**src/rtl/mem_stage_pkg.sv**
```systemverilog
// Shared decode constants, exception codes and FSM state type for the memory stage.
// Optional store-to-load forwarding is enabled with the STORE_FWD_EN macro.
package mem_stage_pkg;

   localparam logic [4:0] OP_RTYPE = 5'b00000;
   localparam logic [4:0] OP_ADDI  = 5'b00101;
   localparam logic [4:0] OP_SW    = 5'b00111;
   localparam logic [4:0] OP_LW    = 5'b01000;

   localparam logic [4:0] ALU_ADD  = 5'b00000;
   localparam logic [4:0] ALU_SUB  = 5'b00001;
   localparam logic [4:0] ALU_MULT = 5'b00110;
   localparam logic [4:0] ALU_DIV  = 5'b00111;

   localparam logic [31:0] EXC_ADD  = 32'd1;
   localparam logic [31:0] EXC_ADDI = 32'd2;
   localparam logic [31:0] EXC_SUB  = 32'd3;
   localparam logic [31:0] EXC_MULT = 32'd4;
   localparam logic [31:0] EXC_DIV  = 32'd5;

   typedef enum logic [1:0] {IDLE, DRAIN, LOAD} mem_state_e;

   // rstatus code for an instruction; zero when no exception is reported
   function automatic logic [31:0] exc_code(input logic [4:0] opcode, input logic [4:0] alu_op,
                                            input logic exception);
      logic [31:0] code;
      code = '0;
      if (exception) begin
         if (opcode == OP_RTYPE) begin
            case (alu_op)
               ALU_ADD:  code = EXC_ADD;
               ALU_SUB:  code = EXC_SUB;
               ALU_MULT: code = EXC_MULT;
               ALU_DIV:  code = EXC_DIV;
               default:  code = '0;
            endcase
         end else if (opcode == OP_ADDI) begin
            code = EXC_ADDI;
         end
      end
      return code;
   endfunction

endpackage

```
**src/rtl/mem_stage_unit_store_buffer_fifo.sv**
```systemverilog
// Store buffer: circular FIFO of {address, data} pairs drained oldest first.
// With STORE_FWD_EN defined, a lookup port reports the newest valid entry
// whose address matches.
module store_buffer_fifo
   import mem_stage_pkg::*;
#(
   parameter int  DATA_W   = 32,
   parameter int  ADDR_W   = 12,
   parameter int  SB_DEPTH = 4,
   localparam int PW       = $clog2(SB_DEPTH),
   localparam int CW       = PW + 1
) (
   input  logic              clock,
   input  logic              reset,
   input  logic              push,
   input  logic [ADDR_W-1:0] push_addr,
   input  logic [DATA_W-1:0] push_data,
   input  logic              pop,
   output logic [ADDR_W-1:0] head_addr,
   output logic [DATA_W-1:0] head_data,
`ifdef STORE_FWD_EN
   input  logic [ADDR_W-1:0] lookup_addr,
   output logic              lookup_hit,
   output logic [DATA_W-1:0] lookup_data,
`endif
   output logic [CW-1:0]     count
);

   logic [ADDR_W-1:0] addr_q [SB_DEPTH];
   logic [DATA_W-1:0] data_q [SB_DEPTH];
   logic [PW-1:0]     wr_ptr;
   logic [PW-1:0]     rd_ptr;

   // entry payload is only meaningful below count, so it needs no reset
   always_ff @(posedge clock) begin
      if (push) begin
         addr_q[wr_ptr] <= push_addr;
         data_q[wr_ptr] <= push_data;
      end
   end

   // pointers and occupancy; a simultaneous push and pop leave the count unchanged
   always_ff @(posedge clock or posedge reset) begin
      if (reset) begin
         wr_ptr <= '0;
         rd_ptr <= '0;
         count  <= '0;
      end else begin
         if (push) wr_ptr <= wr_ptr + 1'b1;
         if (pop)  rd_ptr <= rd_ptr + 1'b1;
         case ({push, pop})
            2'b10:   count <= count + 1'b1;
            2'b01:   count <= count - 1'b1;
            default: ;
         endcase
      end
   end

   assign head_addr = addr_q[rd_ptr];
   assign head_data = data_q[rd_ptr];

`ifdef STORE_FWD_EN
   // scan oldest to newest so the youngest matching store ends up selected
   always_comb begin
      lookup_hit  = 1'b0;
      lookup_data = '0;
      for (int i = 0; i < SB_DEPTH; i++) begin
         if ((CW'(i) < count) && (addr_q[rd_ptr + PW'(i)] == lookup_addr)) begin
            lookup_hit  = 1'b1;
            lookup_data = data_q[rd_ptr + PW'(i)];
         end
      end
   end
`endif

endmodule

```
**src/rtl/mem_stage_unit.sv**
```systemverilog
// Memory stage between execute and writeback: buffers stores, drains them over
// a req/ack port, issues loads, and registers the writeback bundle.
// STORE_FWD_EN enables store-to-load forwarding from the store buffer.
//
//   state | meaning
//   IDLE  | no request outstanding; picks a load (priority) or a drain
//   DRAIN | writing the store-buffer head, waiting for mem_ack
//   LOAD  | reading the pending load address, waiting for mem_ack
module mem_stage_unit
   import mem_stage_pkg::*;
#(
   parameter int  DATA_W   = 32,
   parameter int  ADDR_W   = 12,
   parameter int  SB_DEPTH = 4,
   localparam int CW       = $clog2(SB_DEPTH) + 1
) (
   input  logic              clock,
   input  logic              reset,
   input  logic              in_valid,
   output logic              in_ready,
   input  logic [31:0]       insn,
   input  logic [DATA_W-1:0] alu_result,
   input  logic [DATA_W-1:0] store_data,
   input  logic              exception,
   output logic              out_valid,
   output logic [31:0]       out_insn,
   output logic [DATA_W-1:0] out_data,
   output logic [31:0]       out_exc_data,
   output logic              out_exc_we,
   output logic              mem_req,
   output logic              mem_we,
   output logic [ADDR_W-1:0] mem_addr,
   output logic [DATA_W-1:0] mem_wdata,
   input  logic              mem_ack,
   input  logic [DATA_W-1:0] mem_rdata,
   output logic [CW-1:0]     sb_count
);

   mem_state_e        state, state_nxt;
   logic              fire, is_sw, is_lw, push, pop, load_done, load_may_issue;
   logic              load_pending;
   logic [ADDR_W-1:0] eff_addr, ld_addr, head_addr;
   logic [DATA_W-1:0] head_data;
   logic [31:0]       ld_insn, exc_now;
   logic              fwd_hit;
   logic [DATA_W-1:0] fwd_data;

   assign eff_addr = alu_result[ADDR_W-1:0];
   assign is_sw    = (insn[31:27] == OP_SW);
   assign is_lw    = (insn[31:27] == OP_LW);
   assign in_ready = !load_pending && (sb_count < CW'(SB_DEPTH));
   assign fire     = in_valid && in_ready;
   assign push     = fire && is_sw;
   assign exc_now  = exc_code(insn[31:27], insn[6:2], exception);

   store_buffer_fifo #(
      .DATA_W   (DATA_W),
      .ADDR_W   (ADDR_W),
      .SB_DEPTH (SB_DEPTH)
   ) u_sb (
      .clock       (clock),
      .reset       (reset),
      .push        (push),
      .push_addr   (eff_addr),
      .push_data   (store_data),
      .pop         (pop),
      .head_addr   (head_addr),
      .head_data   (head_data),
`ifdef STORE_FWD_EN
      .lookup_addr (eff_addr),
      .lookup_hit  (fwd_hit),
      .lookup_data (fwd_data),
`endif
      .count       (sb_count)
   );

`ifdef STORE_FWD_EN
   // an unmatched load cannot alias anything in the buffer, so it need not wait
   assign load_may_issue = load_pending;
`else
   assign fwd_hit        = 1'b0;
   assign fwd_data       = '0;
   assign load_may_issue = load_pending && (sb_count == '0);
`endif

   // state register
   always_ff @(posedge clock or posedge reset) begin
      if (reset) state <= IDLE;
      else       state <= state_nxt;
   end

   // next state; pop and load completion happen on the acked cycle
   always_comb begin
      state_nxt = state;
      pop       = 1'b0;
      load_done = 1'b0;
      case (state)
         IDLE: begin
            if (load_may_issue)       state_nxt = LOAD;
            else if (sb_count != '0)  state_nxt = DRAIN;
         end
         DRAIN: begin
            if (mem_ack) begin
               pop       = 1'b1;
               state_nxt = IDLE;
            end
         end
         LOAD: begin
            if (mem_ack) begin
               load_done = 1'b1;
               state_nxt = IDLE;
            end
         end
         default: state_nxt = IDLE;
      endcase
   end

   // memory port registers: loaded when leaving IDLE, held until the ack
   always_ff @(posedge clock or posedge reset) begin
      if (reset) begin
         mem_req   <= 1'b0;
         mem_we    <= 1'b0;
         mem_addr  <= '0;
         mem_wdata <= '0;
      end else if (state == IDLE && state_nxt == LOAD) begin
         mem_req  <= 1'b1;
         mem_we   <= 1'b0;
         mem_addr <= ld_addr;
      end else if (state == IDLE && state_nxt == DRAIN) begin
         mem_req   <= 1'b1;
         mem_we    <= 1'b1;
         mem_addr  <= head_addr;
         mem_wdata <= head_data;
      end else if (pop || load_done) begin
         mem_req <= 1'b0;
         mem_we  <= 1'b0;
      end
   end

   // pending load capture and writeback bundle
   always_ff @(posedge clock or posedge reset) begin
      if (reset) begin
         load_pending <= 1'b0;
         ld_addr      <= '0;
         ld_insn      <= '0;
         out_valid    <= 1'b0;
         out_insn     <= '0;
         out_data     <= '0;
         out_exc_data <= '0;
         out_exc_we   <= 1'b0;
      end else begin
         out_valid <= 1'b0;
         if (load_done) begin
            load_pending <= 1'b0;
            out_valid    <= 1'b1;
            out_insn     <= ld_insn;
            out_data     <= mem_rdata;
            out_exc_data <= '0;
            out_exc_we   <= 1'b0;
         end else if (fire) begin
            if (is_lw && !fwd_hit) begin
               load_pending <= 1'b1;
               ld_addr      <= eff_addr;
               ld_insn      <= insn;
            end else begin
               out_valid    <= 1'b1;
               out_insn     <= insn;
               out_data     <= is_lw ? fwd_data : alu_result;
               out_exc_data <= exc_now;
               out_exc_we   <= (exc_now != '0);
            end
         end
      end
   end

endmodule

```
**config.mk**
```make
export PLATFORM = sky130hd
export DESIGN_NAME = mem_stage_unit
export DESIGN_NICKNAME = d
export VERILOG_FILES = /design/src/rtl/mem_stage_pkg.sv /design/src/rtl/mem_stage_unit_store_buffer_fifo.sv /design/src/rtl/mem_stage_unit.sv
export SDC_FILE = /design/constraint.sdc
export NUM_CORES = 1
export LEC_CHECK = 0
export CAP_MARGIN = 30
export CORE_MARGIN = 2
export CORE_UTILIZATION = 35
export DETAILED_ROUTE_END_ITERATION = 6
export DONT_BUFFER_PORTS = 1
export PLACE_DENSITY = 0.6
export SYNTH_ARGS = -nofsm -noshare
export SYNTH_HDL_FRONTEND = slang
export SYNTH_SLANG_ARGS = --single-unit
export TNS_END_PERCENT = 5
```
**constraint.sdc**
```tcl
create_clock -name clock -period 15.95 [get_ports clock]
set_input_delay 1.595 -clock clock [delete_from_list [all_inputs] [get_ports clock]]
set_output_delay 1.595 -clock clock [all_outputs]
set_load 0.01 [all_outputs]
```
# Word level (Yosys, flattened, before mapping)
# Memories as Yosys holds them, arrays and structs flattened. A register that Yosys moved wholly into a read port is not among the register bits.
# Cells that the tools add are included.
# Widths: inputs -> output; s select.
dict set report totals {
  inputBits 133
  wordCells 99
  regBits 166
  mem_count 2
  ram_bits 176
  out_inout_bits 148
}
# name depth word_bits rd rd_ports_with_merged_regs write_ports line_no
set memory_table {}
lappend memory_table {u_sb.data_q 4 32 1 1 1 mem_stage_unit_store_buffer_fifo.sv:30} ;# logic [DATA_W-1:0] data_q [SB_DEPTH];
lappend memory_table {u_sb.addr_q 4 12 1 0 1 mem_stage_unit_store_buffer_fifo.sv:29} ;# logic [ADDR_W-1:0] addr_q [SB_DEPTH];
dict set report op_classes {
  addsub 4
  n_eq_ne 13
  n_reduce_logical 24
  bitwise_logic 2
  n_mux 38
  n_lt_le_gt_ge 1
}
# operator n
set ops {}
lappend ops {{$mux 32} 11}
lappend ops {{$reduce_bool 32->1} 1}
lappend ops {{$mux 12} 2}
lappend ops {{$eq 5x3->1 const B} 4}
lappend ops {{$mux 1} 18}
lappend ops {{$pmux 3 s4} 1}
lappend ops {{$logic_not 5->1} 2}
lappend ops {{$mux 2} 4}
lappend ops {{$reduce_bool 2->1} 4}
lappend ops {{$eq 2x1->1 const B} 3}
lappend ops {{$eq 2x2->1 const B} 3}
lappend ops {{$logic_and 1x1->1} 6}
lappend ops {{$pmux 3 s2} 1}
lappend ops {{$reduce_and 2->1} 3}
lappend ops {{$reduce_bool 3->1} 2}
lappend ops {{$eq 5x1->1 const B} 1}
lappend ops {{$eq 5x4->1 const B} 1}
lappend ops {{$add 2x1->2 const B} 2}
lappend ops {{$pmux 2 s2} 1}
lappend ops {{$add 3x1->3 const B} 1}
lappend ops {{$logic_not 3->1} 1}
lappend ops {{$lt 3x3->1 const B} 1}
lappend ops {{$reduce_and 3->1} 1}
lappend ops {{$sub 3x1->3 const B} 1}
lappend ops {{other kinds (6)} 7}

# Longest topological paths before layout
# Gate-level depths: netlist (run 1).
dict set report logic_depth {
  word_depth 8
  ltp_mapped 9
  depth_no_buf 9
}

# Cells and area by module
# A second synthesis (run 1) with hierarchy kept.
dict set report hier_totals {
  cells_unflattened 804
  hier_area_um2 14362.5
}
# module cells_per_inst area_each_um2 n_inst seq_area_each_um2
set by_module_without_submodules {}
lappend by_module_without_submodules {mem_stage_unit 539 7559.8 1 4053.9}
lappend by_module_without_submodules {store_buffer_fifo 265 6802.8 1 5460.2}

# Least setup slack after synthesis (run 1)
# Ideal clock, no wire load.
dict set report synth_timing {
  path_type {input-to-reg}
  start {input port in_valid}
  end {memory u_sb.addr_q[0][0], enable pin}
  path_slack_ns 11.947
  arrival_time_ns 3.597
  stages 4
  setup_time_ns 0.406
  cell_sequence {or3b_1 > buf_2 > nor4_4 > and2_1}
}
dict set report synth_between {
  elab_chain_cells 4
}
# element line_no
set synth_lines {}
lappend synth_lines {{start: declaration} mem_stage_unit.sv:19} ;# input logic in_valid,
lappend synth_lines {{$logic_and 1x1->1} mem_stage_unit.sv:52} ;# assign fire = in_valid && in_ready;
lappend synth_lines {{$logic_and 1x1->1} mem_stage_unit.sv:53} ;# assign push = fire && is_sw;
lappend synth_lines {{$mux 1} mem_stage_unit_store_buffer_fifo.sv:36} ;# if (push) begin
lappend synth_lines {{$mux 1 (not written as such)} mem_stage_unit_store_buffer_fifo.sv:37} ;# addr_q[wr_ptr] <= push_addr;
lappend synth_lines {{end: declaration} mem_stage_unit_store_buffer_fifo.sv:29}
# Every way passes these cells.

# Worst setup path after layout (run 1)
dict set report layout_timing {
  start {input port mem_ack}
  end {register mem_wdata[6] (read register of u_sb.data_q)}
}
dict set report layout_between {
  elab_chain_cells 6
  elab_cells_between_ends 8
  cone_classes {eq/ne: 2; mux: 2; bitwise: 1; reduce/logical: 3}
}
# element line_no
set layout_lines {}
lappend layout_lines {{start: declaration} mem_stage_unit.sv:34} ;# input logic mem_ack,
lappend layout_lines {{$mux 2 *} {mem_stage_unit.sv:103, mem_stage_unit.sv:109}}
lappend layout_lines {{$pmux 2 s2 *} mem_stage_unit.sv:97} ;# case (state)
lappend layout_lines {{$eq 2x2->1} mem_stage_unit.sv:125} ;# end else if (state == IDLE && state_nxt == LOAD) begin
lappend layout_lines {{$logic_and 1x1->1} mem_stage_unit.sv:125}
lappend layout_lines {{$not 1->1 (no line)} --}
lappend layout_lines {{$reduce_and 2->1 (no line) *} --}
lappend layout_lines {{end: declaration} mem_stage_unit.sv:33} ;# output logic [DATA_W-1:0] mem_wdata,
# Every way passes the cells marked *; elsewhere a longest branch is shown, timed or not.
# A chain may end at the register's enable or synchronous reset.

==> results of run 1 <==
-- area by class of cell --
cell class | count | area share (%)
flip-flops and latches | 345 | 60.1
multi-input cells | 488 | 26.4
clock buffers | 58 | 7.25
well taps | 525 | 4.15
repair buffers | 14 | 1.02
clock inverters | 13 | 0.814
inverters | 9 | 0.261
-- state kept, by name (all words and copies together), names as in the netlist --
register,cells
ld_addr,12
out_data,32
out_exc_data,3
u_sb.wr_ptr,2
u_sb.addr_q,48
state,2
out_insn,32
mem_we,1
out_valid,1
mem_req,1
u_sb.count,3
out_exc_we,1
ld_insn,32
u_sb.rd_ptr,2
u_sb.data_q,128
mem_addr,12
load_pending,1
mem_wdata,32
-- report_power, final --
| part | internal [uW] | switching (uW) | total (uW) |
|---|---|---|---|
| Clock | 532 | 356 | 888 |
| Sequential | 1130 | 246 | 1380 |
| Combinational | 313 | 298 | 611 |
| Total | 1970 | 900 | 2870 |
-- cells by family (layout without fill, tap and decap cells) --
| kind of cell | count (synthesis) | count (layout) | synth area share, % |
|---|---|---|---|
| flops | 345 | 345 | 67.5 |
| simple gates | 167 | 167 | 5.58 |
| mux | 157 | 157 | 16.6 |
| compound gates | 118 | 118 | 5.20 |
| buf+inv | 91 | 94 | 3.66 |
| fa+ha+maj | 10 | 10 | 0.942 |
| xor+xnor | 7 | 7 | 0.435 |
| other cells | 1 | 29 | 0.0266 |
-- metal layers --
layer,GRT usage (%),routed length [um],vias to the layer above,part of all wire (%)
li1,-,-,3295,-
met1,19.6,12900,3749,41
met2,23.2,14600,302,46
met3,6.92,3510,52,11
met4,4.37,649,0,2.0
met5,0,0,-,0
-- worst min path at each step --
stage | startpoint | endpoint | slack, ns | cells after the start
after global placement | ld_insn[30]$_DFFE_PP0P_ | ld_insn[30]$_DFFE_PP0P_ | 0.45 | 1
final | u_sb.rd_ptr[1]$_DFFE_PP0P_ | u_sb.rd_ptr[1]$_DFFE_PP0P_ | 0.46 | 1
after detailed placement | u_sb.rd_ptr[1]$_DFFE_PP0P_ | u_sb.rd_ptr[1]$_DFFE_PP0P_ | 0.46 | 1
after floorplan | ld_insn[30]$_DFFE_PP0P_ | ld_insn[30]$_DFFE_PP0P_ | 0.43 | 1
after global routing | u_sb.rd_ptr[1]$_DFFE_PP0P_ | u_sb.rd_ptr[1]$_DFFE_PP0P_ | 0.48 | 1
after CTS | u_sb.rd_ptr[1]$_DFFE_PP0P_ | u_sb.rd_ptr[1]$_DFFE_PP0P_ | 0.47 | 1
-- stage by stage --
stage	power [uW]	setup slack, ns	util [%]	instance area, sq um
2_1_floorplan	1840	9.78	-	14200
6_report	2870	12.57	39.9	15800
3_5_place_dp	2020	11.97	36.6	14500
3_3_place_gp	2000	11.76	36.4	14500
4_1_cts	2920	12.55	39.8	15800
5_1_grt	3040	12.43	39.9	15800
-- synthesized netlist by cell type (3+ instances only) --
cell type	count	share of area (%)
mux4_2	44	7.0
a31oi_1	23	1.0
edfxtp_1	176	38
nand2b_1	3	0.13
and2_1	9	0.40
buf_4	33	1.8
mux2_2	12	0.96
nand2_1	96	2.6
ha_1	9	0.80
dfrtp_1	169	30
nor2_1	11	0.29
buf_6	4	0.32
mux2i_1	41	2.9
nand3_1	14	0.50
clkbuf_1	28	0.75
mux2_4	34	3.6
mux2_1	26	2.1
xnor2_1	6	0.37
o211ai_1	25	1.3
inv_1	9	0.24
o21ai_0	38	1.4
buf_2	16	0.57
o21ai_1	17	0.60
nor3_1	20	0.71
==> results.sh, run 1 <==
export IMPL_dieArea_sq_um=41900
export IMPL_place_inst=1380
export IMPL_critPathMaxStageDelay_ns=0.73
export IMPL_drc=0
export IMPL_totalWireLength_mm=31.7
export IMPL_cts_post_setup_buffers_inserted=0
export IMPL_io_buffers=0
export IMPL_cts_root_buf="clkbuf_16"
export IMPL_synth_edf_count=176
export IMPL_cp_startpoint="mem_ack"
export IMPL_cts_resized=0
export IMPL_critPathKind="input port to flip-flop"
export IMPL_fin_tns_setup_ns=0
export IMPL_drt_iter0_markers=367
export IMPL_crit_slowest_cell="nor2_1"
export IMPL_ir_worst_vdd_uv=120
export IMPL_dr_pass1_iters=7
export IMPL_clock_skew_final_ns=0.0175
export IMPL_cts_tree="done"
export IMPL_yosysWarnings=0
export IMPL_setup_violations=0
export IMPL_status="complete, no violations"
export IMPL_ys_seq_area_share_pct=67.5
export IMPL_grt_setup_unrepaired="no"
export IMPL_final_hold_viol_count=0
export IMPL_layout_area_seq_sq_um=9520
export IMPL_grt_pass1_wl_mm=47.7
export IMPL_worst_pin_slew_ns=1.17
export IMPL_track_usage_pct=15.3
export IMPL_r2r_start="state[0]$_DFF_PP0_"
export IMPL_cts_hold_buf=0
export IMPL_slew_headroom_pct=22.2
export IMPL_worst_ep_arrival_time_ns=3.80
export IMPL_cts_buffer_depth=3
export IMPL_ios=281
export IMPL_htreeDepth=2
export IMPL_r2r_cells=7
export IMPL_clock_fmax_ghz=0.296
export IMPL_antenna_found_initial=1
export IMPL_power_density_nw_per_um2=182
export IMPL_mostFrequentLayoutCell="edfxtp_1"
export IMPL_crit_cells=5
export IMPL_rows=73
export IMPL_yosysUniqueCellTypes=52
export IMPL_multi_input_area_sq_um=4180
export IMPL_drive_above_1_share_pct=19.0
export IMPL_crit_end="mem_wdata[6]$_DFFE_PP0P_"
export IMPL_final_cell_mix="176 x edfxtp_1, 167 x dfrtp_1, 96 x nand2_1, 44 x mux4_2, 41 x mux2i_1"
export IMPL_dp_hpwl_mm=19.9
export IMPL_syn2layout_area_growth_pct=12.4
export IMPL_avgSynthCellArea_sq_um=15.7
export IMPL_start_util_pct=35.4
export IMPL_n_antenna_cell=0
export IMPL_path_max_fanout=29
export IMPL_die_x_um=205
export IMPL_via_per_inst=5.10
export IMPL_fillers=3636
export IMPL_critPathLaunchType="input port"
export IMPL_core_sq_um=39700
export IMPL_required_ns=16.37
export IMPL_grt_ovfl_total=0
export IMPL_syn_area_sq_um=14100
export IMPL_yosys_most_used_dff="edfxtp_1"
export IMPL_endpoint_kind="flip-flop"
export IMPL_path_cells="nor2b_1 > nor2_1 > o21a_2 > buf_4 > mux2_2"
export IMPL_ys_ff_latch=345
export IMPL_finalNetCount=1040
export IMPL_critPathBufInv=1
export IMPL_grt_max_degree=98
export IMPL_drtAntennaViolNets=0
export IMPL_wl_per_cell_um=21.9
export IMPL_clock_latency_ns=0.54
export IMPL_drv_slew=0
export IMPL_clk_pin_slew_ns=0.06
export IMPL_routed_via_count=7398
export IMPL_maxCapViolCount=0
export IMPL_min_path_type="flip-flop to flip-flop"
export IMPL_path_delay_family="simple AND/OR/NAND/NOR gates"
export IMPL_period_minus_slack_ns=3.38
export IMPL_cts_buffers=39
export IMPL_synthArstFlopShare_pct=49.0
export IMPL_r2r_end="mem_wdata[6]$_DFFE_PP0P_"
export IMPL_synth_cells=896
export IMPL_fin_crit_sh_pct=21.2
export IMPL_die_h_um=205
export IMPL_leakage_uw=0.00615
export IMPL_grt_pass1_vias=7562
export IMPL_r2r_slack_ns=12.67
export IMPL_final_cells=1452
export IMPL_hold_slack_ns=0.463
export IMPL_clkSinkCount=345
export IMPL_place_congestion=0.758
Note: power is estimated with default switching activity, not from simulation.
==> run 2, diff against run 1 <==
- PLACE_DENSITY: 0.6 -> 0.62
- clock period: 15.95 -> 2.85 ns (I/O delays scaled with it)
==> results.sh, run 2 (synthesized netlist as in run 1, its figures left out) <==
export IMPL_place_inst=1398
export IMPL_status="complete, no violations"
export IMPL_worst_ep_arrival_time_ns=3.06
export IMPL_wl_per_cell_um=21.0
export IMPL_critPathKind="flip-flop to flip-flop"
export IMPL_via_per_inst=4.98
export IMPL_ios=281
export IMPL_r2r_slack_ns=0.27
export IMPL_path_max_fanout=67
export IMPL_grt_setup_unrepaired="no"
export IMPL_maxCapViolCount=0
export IMPL_final_hold_viol_count=0
export IMPL_slew_headroom_pct=40.4
export IMPL_drv_slew=0
export IMPL_grt_pass1_vias=8346
export IMPL_grt_max_degree=68
export IMPL_largest_registers="u_sb.data_q: 128 flops, u_sb.addr_q: 48 flops"
export IMPL_die_h_um=205
export IMPL_dieArea_sq_um=41900
export IMPL_required_ns=3.33
export IMPL_final_cells=1599
export IMPL_clock_fmax_ghz=0.388
export IMPL_clkSinkCount=345
export IMPL_grt_ovfl_total=0
export IMPL_dp_hpwl_mm=21.5
export IMPL_mostFrequentLayoutCell="edfxtp_1"
export IMPL_final_cell_mix="176 x edfxtp_1, 167 x dfrtp_1, 130 x dlygate4sd3_1, 96 x nand2_1, 44 x mux4_2"
export IMPL_r2r_start="state[0]$_DFF_PP0_"
export IMPL_track_usage_pct=16.1
export IMPL_place_ws_ns=0.403
export IMPL_period_minus_slack_ns=2.58
export IMPL_drtAntennaViolNets=0
export IMPL_clock_latency_ns=0.55
export IMPL_finalNetCount=1186
export IMPL_core_sq_um=39700
export IMPL_die_x_um=205
export IMPL_dr_pass1_iters=6
export IMPL_min_path_type="input port to flip-flop"
export IMPL_totalWireLength_mm=33.6
export IMPL_top_register="u_sb.data_q"
export IMPL_io_buffers=0
export IMPL_critPathLaunchType="flip-flop"
export IMPL_clk_pin_slew_ns=0.06
export IMPL_routed_via_count=7956
export IMPL_start_util_pct=35.4
export IMPL_drc=0
export IMPL_drt_iter0_markers=370
export IMPL_finalWorstSetupSlack_ns=0.273
export IMPL_hp_start="insn[6]"
export IMPL_leakage_uw=0.00673
export IMPL_cp_startpoint="state[0]$_DFF_PP0_"
export IMPL_setup_violations=0
export IMPL_clock_skew_final_ns=0.0138
export IMPL_cts_root_buf="clkbuf_16"
export IMPL_drive_above_1_share_pct=17.6
export IMPL_power_density_nw_per_um2=958
export IMPL_ir_worst_vdd_uv=579
export IMPL_rows=73
export IMPL_place_congestion=0.770
export IMPL_placed_area_sq_um=14700
export IMPL_syn2layout_area_growth_pct=22.5
export IMPL_cts_buffers=38
export IMPL_worst_pin_slew_ns=0.894
export IMPL_cts_tree="done"
export IMPL_endpoint_kind="flip-flop"
export IMPL_antenna_found_initial=4
export IMPL_fin_crit_sh_pct=90.4
export IMPL_htreeDepth=2
export IMPL_grt_pass1_wl_mm=50.8
export IMPL_largest_reg_flops=128
export IMPL_fin_area_sq_um=17300
export IMPL_cts_buffer_depth=3
run 2: changes by cell type in the layout (fill, tap and decap cells not counted), sizes merged:
cell / delta
dlygate4sd3: +130
clkbuf: -2
clkinvlp: +2
diode: +3
buf: +17
inv: -1
clkinv: -2
run 2: per-layer routing:
layer  vias up  GRT usage [%]  part of all wire (%)
met1      4001           19.4                    40
met2       301           25.8                    47
li1       3592              -                     -
met5         -              0                 0.039
met4         2           5.93                   2.8
met3        60           6.71                    10
run 2: final cells by class:
| type | count | area [sq um] |
|---|---|---|
| fillers | 3479 | 22500 |
| flip-flops and latches | 345 | 9520 |
| multi-input cells | 488 | 4180 |
| repair buffers | 161 | 1640 |
| clock buffers | 56 | 1090 |
| well taps | 525 | 657 |
| clock inverters | 12 | 130 |
| inverters | 9 | 37.5 |
| diodes | 3 | 7.51 |
run 2: path summary, 6_finish.rpt:
| path | end | depth (start not counted) |
|---|---|---|
| max reg2reg | out_data[30]$_DFFE_PP0P_ | 7 |
| max in group asynchronous | ld_insn[17]$_DFFE_PP0P_ | 3 |
| min reg2reg | ld_insn[30]$_DFFE_PP0P_ | 1 |
| max | out_data[30]$_DFFE_PP0P_ | 7 |
| min | out_exc_data[0]$_DFFE_PP0P_ | 3 |
| min in group asynchronous | mem_addr[0]$_DFFE_PP0P_ | 2 |
run 2: critical path, stage by stage, from the launching register on:
cell           delay (ns)
dfrtp_1              0.42
inv_1                0.14
ha_1                 0.19
and2_4               0.37
buf_6                0.44
nand2_1              0.13
a31oi_1              0.20
dlygate4sd3_1        0.58
run 2: power breakdown:
part / total, uW / internal, uW / switching [uW]
Sequential: 7710 / 6320 / 1400
Combinational: 3980 / 2150 / 1840
Clock: 4830 / 2850 / 1980
Total: 16500 / 11300 / 5220
run 2: stage by stage:
stage / setup TNS, ns / power [uW] / util, % / hold slack (ns)
floorplan: -8.84 / 10300 / - / 0.384
global placement: 0 / 11300 / 37.1 / 0.306
detailed placement: 0 / 11400 / 37.1 / 0.305
CTS: 0 / 16800 / 43.4 / 0.0184
global route: 0 / 17500 / 43.4 / 0.0514
finish: 0 / 16500 / 43.4 / 0.0529
run 2: repair_timing:
action                                 4_1_cts  5_1_grt
setup endpoints to repair                    0       14
resized for setup                            0        1
setup buffers                                0        0
endpoints found under the hold margin      305        0
hold buffers                               130        0
==> run 3, diff against run 2 <==
--- a/constraint.sdc
+++ b/constraint.sdc
@@ -3,2 +3,2 @@
 set_output_delay 0.285 -clock clock [all_outputs]
-set_load 0.01 [all_outputs]
+set_load 0.02 [all_outputs]
==> results.sh, run 3 (synthesized netlist as in run 1, its figures left out) <==
export IMPL_wl_per_cell_um=21.1
export IMPL_required_ns=3.32
export IMPL_hold_slack_ns=0.0444
export IMPL_core_sq_um=39700
export IMPL_r2r_start="state[0]$_DFF_PP0_"
export IMPL_min_path_type="input port to flip-flop"
export IMPL_drt_iter0_markers=400
export IMPL_slew_headroom_pct=40.3
export IMPL_path_max_fanout=70
export IMPL_placed_area_sq_um=14700
export IMPL_period_minus_slack_ns=2.60
export IMPL_power_density_nw_per_um2=998
export IMPL_top_register="u_sb.data_q"
export IMPL_clk_pin_slew_ns=0.06
export IMPL_mostFrequentLayoutCell="edfxtp_1"
export IMPL_cts_buffer_depth=3
export IMPL_endpoint_kind="flip-flop"
export IMPL_cp_startpoint="state[0]$_DFF_PP0_"
export IMPL_critPathKind="flip-flop to flip-flop"
export IMPL_final_cells=1602
export IMPL_grt_pass1_vias=8419
export IMPL_start_util_pct=35.4
export IMPL_cts_buffers=39
export IMPL_clock_latency_ns=0.54
export IMPL_ir_worst_vdd_uv=524
export IMPL_die_x_um=205
export IMPL_dp_hpwl_mm=21.7
export IMPL_worst_ep_arrival_time_ns=3.07
export IMPL_final_hold_viol_count=0
export IMPL_place_congestion=0.766
export IMPL_hp_start="insn[4]"
export IMPL_place_inst=1399
export IMPL_fin_tns_setup_ns=0
export IMPL_final_cell_mix="176 x edfxtp_1, 167 x dfrtp_1, 130 x dlygate4sd3_1, 96 x nand2_1, 44 x mux4_2"
export IMPL_routed_via_count=8013
export IMPL_maxCapViolCount=0
export IMPL_drive_above_1_share_pct=18.0
export IMPL_status="complete, no violations"
export IMPL_grt_ovfl_total=0
export IMPL_use_met1_pct=20.1
export IMPL_largest_registers="u_sb.data_q: 128 flops, u_sb.addr_q: 48 flops"
export IMPL_drtAntennaViolNets=0
export IMPL_ios=281
export IMPL_leakage_uw=0.00675
export IMPL_die_h_um=205
export IMPL_antenna_found_initial=4
export IMPL_fin_crit_sh_pct=91.3
export IMPL_grt_setup_unrepaired="no"
export IMPL_syn2layout_area_growth_pct=22.6
export IMPL_io_buffers=0
export IMPL_critPathLaunchType="flip-flop"
export IMPL_grt_busiest_layer="met2"
export IMPL_grt_pass1_wl_mm=51.7
export IMPL_use_met2_pct=26.0
export IMPL_track_usage_pct=16.3
export IMPL_drc=0
export IMPL_largest_reg_flops=128
export IMPL_fin_area_sq_um=17300
export IMPL_cts_post_setup_buffers_inserted=0
export IMPL_drv_slew=0
export IMPL_grtUsageMet3_pct=6.84
export IMPL_dr_pass1_iters=4
export IMPL_dieArea_sq_um=41900
export IMPL_fillers=3549
export IMPL_via_per_inst=5.00
export IMPL_totalWireLength_mm=33.8
export IMPL_clock_fmax_ghz=0.384
export IMPL_cts_tree="done"
export IMPL_rows=73
export IMPL_cts_root_buf="clkbuf_16"
export IMPL_worst_pin_slew_ns=0.896
export IMPL_finalNetCount=1188
export IMPL_setup_violations=0
export IMPL_clkSinkCount=345
export IMPL_htreeDepth=2
export IMPL_grt_max_degree=71
export IMPL_clock_skew_final_ns=0.0142
run 3: final timing paths:
check	cells past startpoint	end	slack [ns]
max in group asynchronous	3	out_insn[2]$_DFFE_PP0P_	1.75
min in group asynchronous	2	mem_addr[10]$_DFFE_PP0P_	0.30
min reg2reg	1	ld_insn[30]$_DFFE_PP0P_	0.47
max reg2reg	7	out_data[14]$_DFFE_PP0P_	0.25
min	3	out_exc_data[0]$_DFFE_PP0P_	0.04
max	7	out_data[14]$_DFFE_PP0P_	0.25
run 3: repair_timing:
action | CTS | global route
gates resized for setup | 0 | 1
endpoints found under the setup margin | 0 | 13
endpoints found under the hold margin | 299 | 0
hold buffers | 130 | 0
run 3: per-layer routing:
| layer | part of all wire, % | vias to the layer above |
|---|---|---|
| met3 | 9.9 | 59 |
| met5 | 0.080 | - |
| met4 | 2.6 | 4 |
| met2 | 47 | 303 |
| li1 | - | 3588 |
| met1 | 41 | 4059 |
run 3: area by class of cell:
cell class / count / area (sq um) / area share (%)
sequential: 345 / 9520 / 55.1
inverter: 9 / 37.5 / 0.217
tap: 525 / 657 / 3.80
multi-input combinational: 488 / 4180 / 24.2
clock inverter: 19 / 196 / 1.14
antenna: 2 / 5.00 / 0.0290
timing repair buffer: 162 / 1620 / 9.38
clock buffer: 52 / 1050 / 6.11
run 3: worst max-delay path: stages (launching register included):
cell and delay (ns):
dfrtp_1 0.42, inv_1 0.14, ha_1 0.19, and2_4 0.37
buf_6 0.44, nor3_1 0.14, a31oi_1 0.20, dlygate4sd3_1 0.58
run 3: per-stage QoR:
step	utilization (%)	total power [uW]	worst slack (ns)
after global placement	37.0	12000	0.431
after global routing	43.5	18200	0.0984
after CTS	43.4	17400	0.175
final	43.5	17200	0.248
after detailed placement	37.0	12100	0.422
after floorplan	-	10900	-0.101
run 3: report_power, final:
part / leakage [uW] / internal [uW] / switching [uW]
sequential: 0.00363 / 6310 / 2060
clock: 0.000610 / 2890 / 1980
combinational: 0.00251 / 2160 / 1850
total: 0.00675 / 11400 / 5880
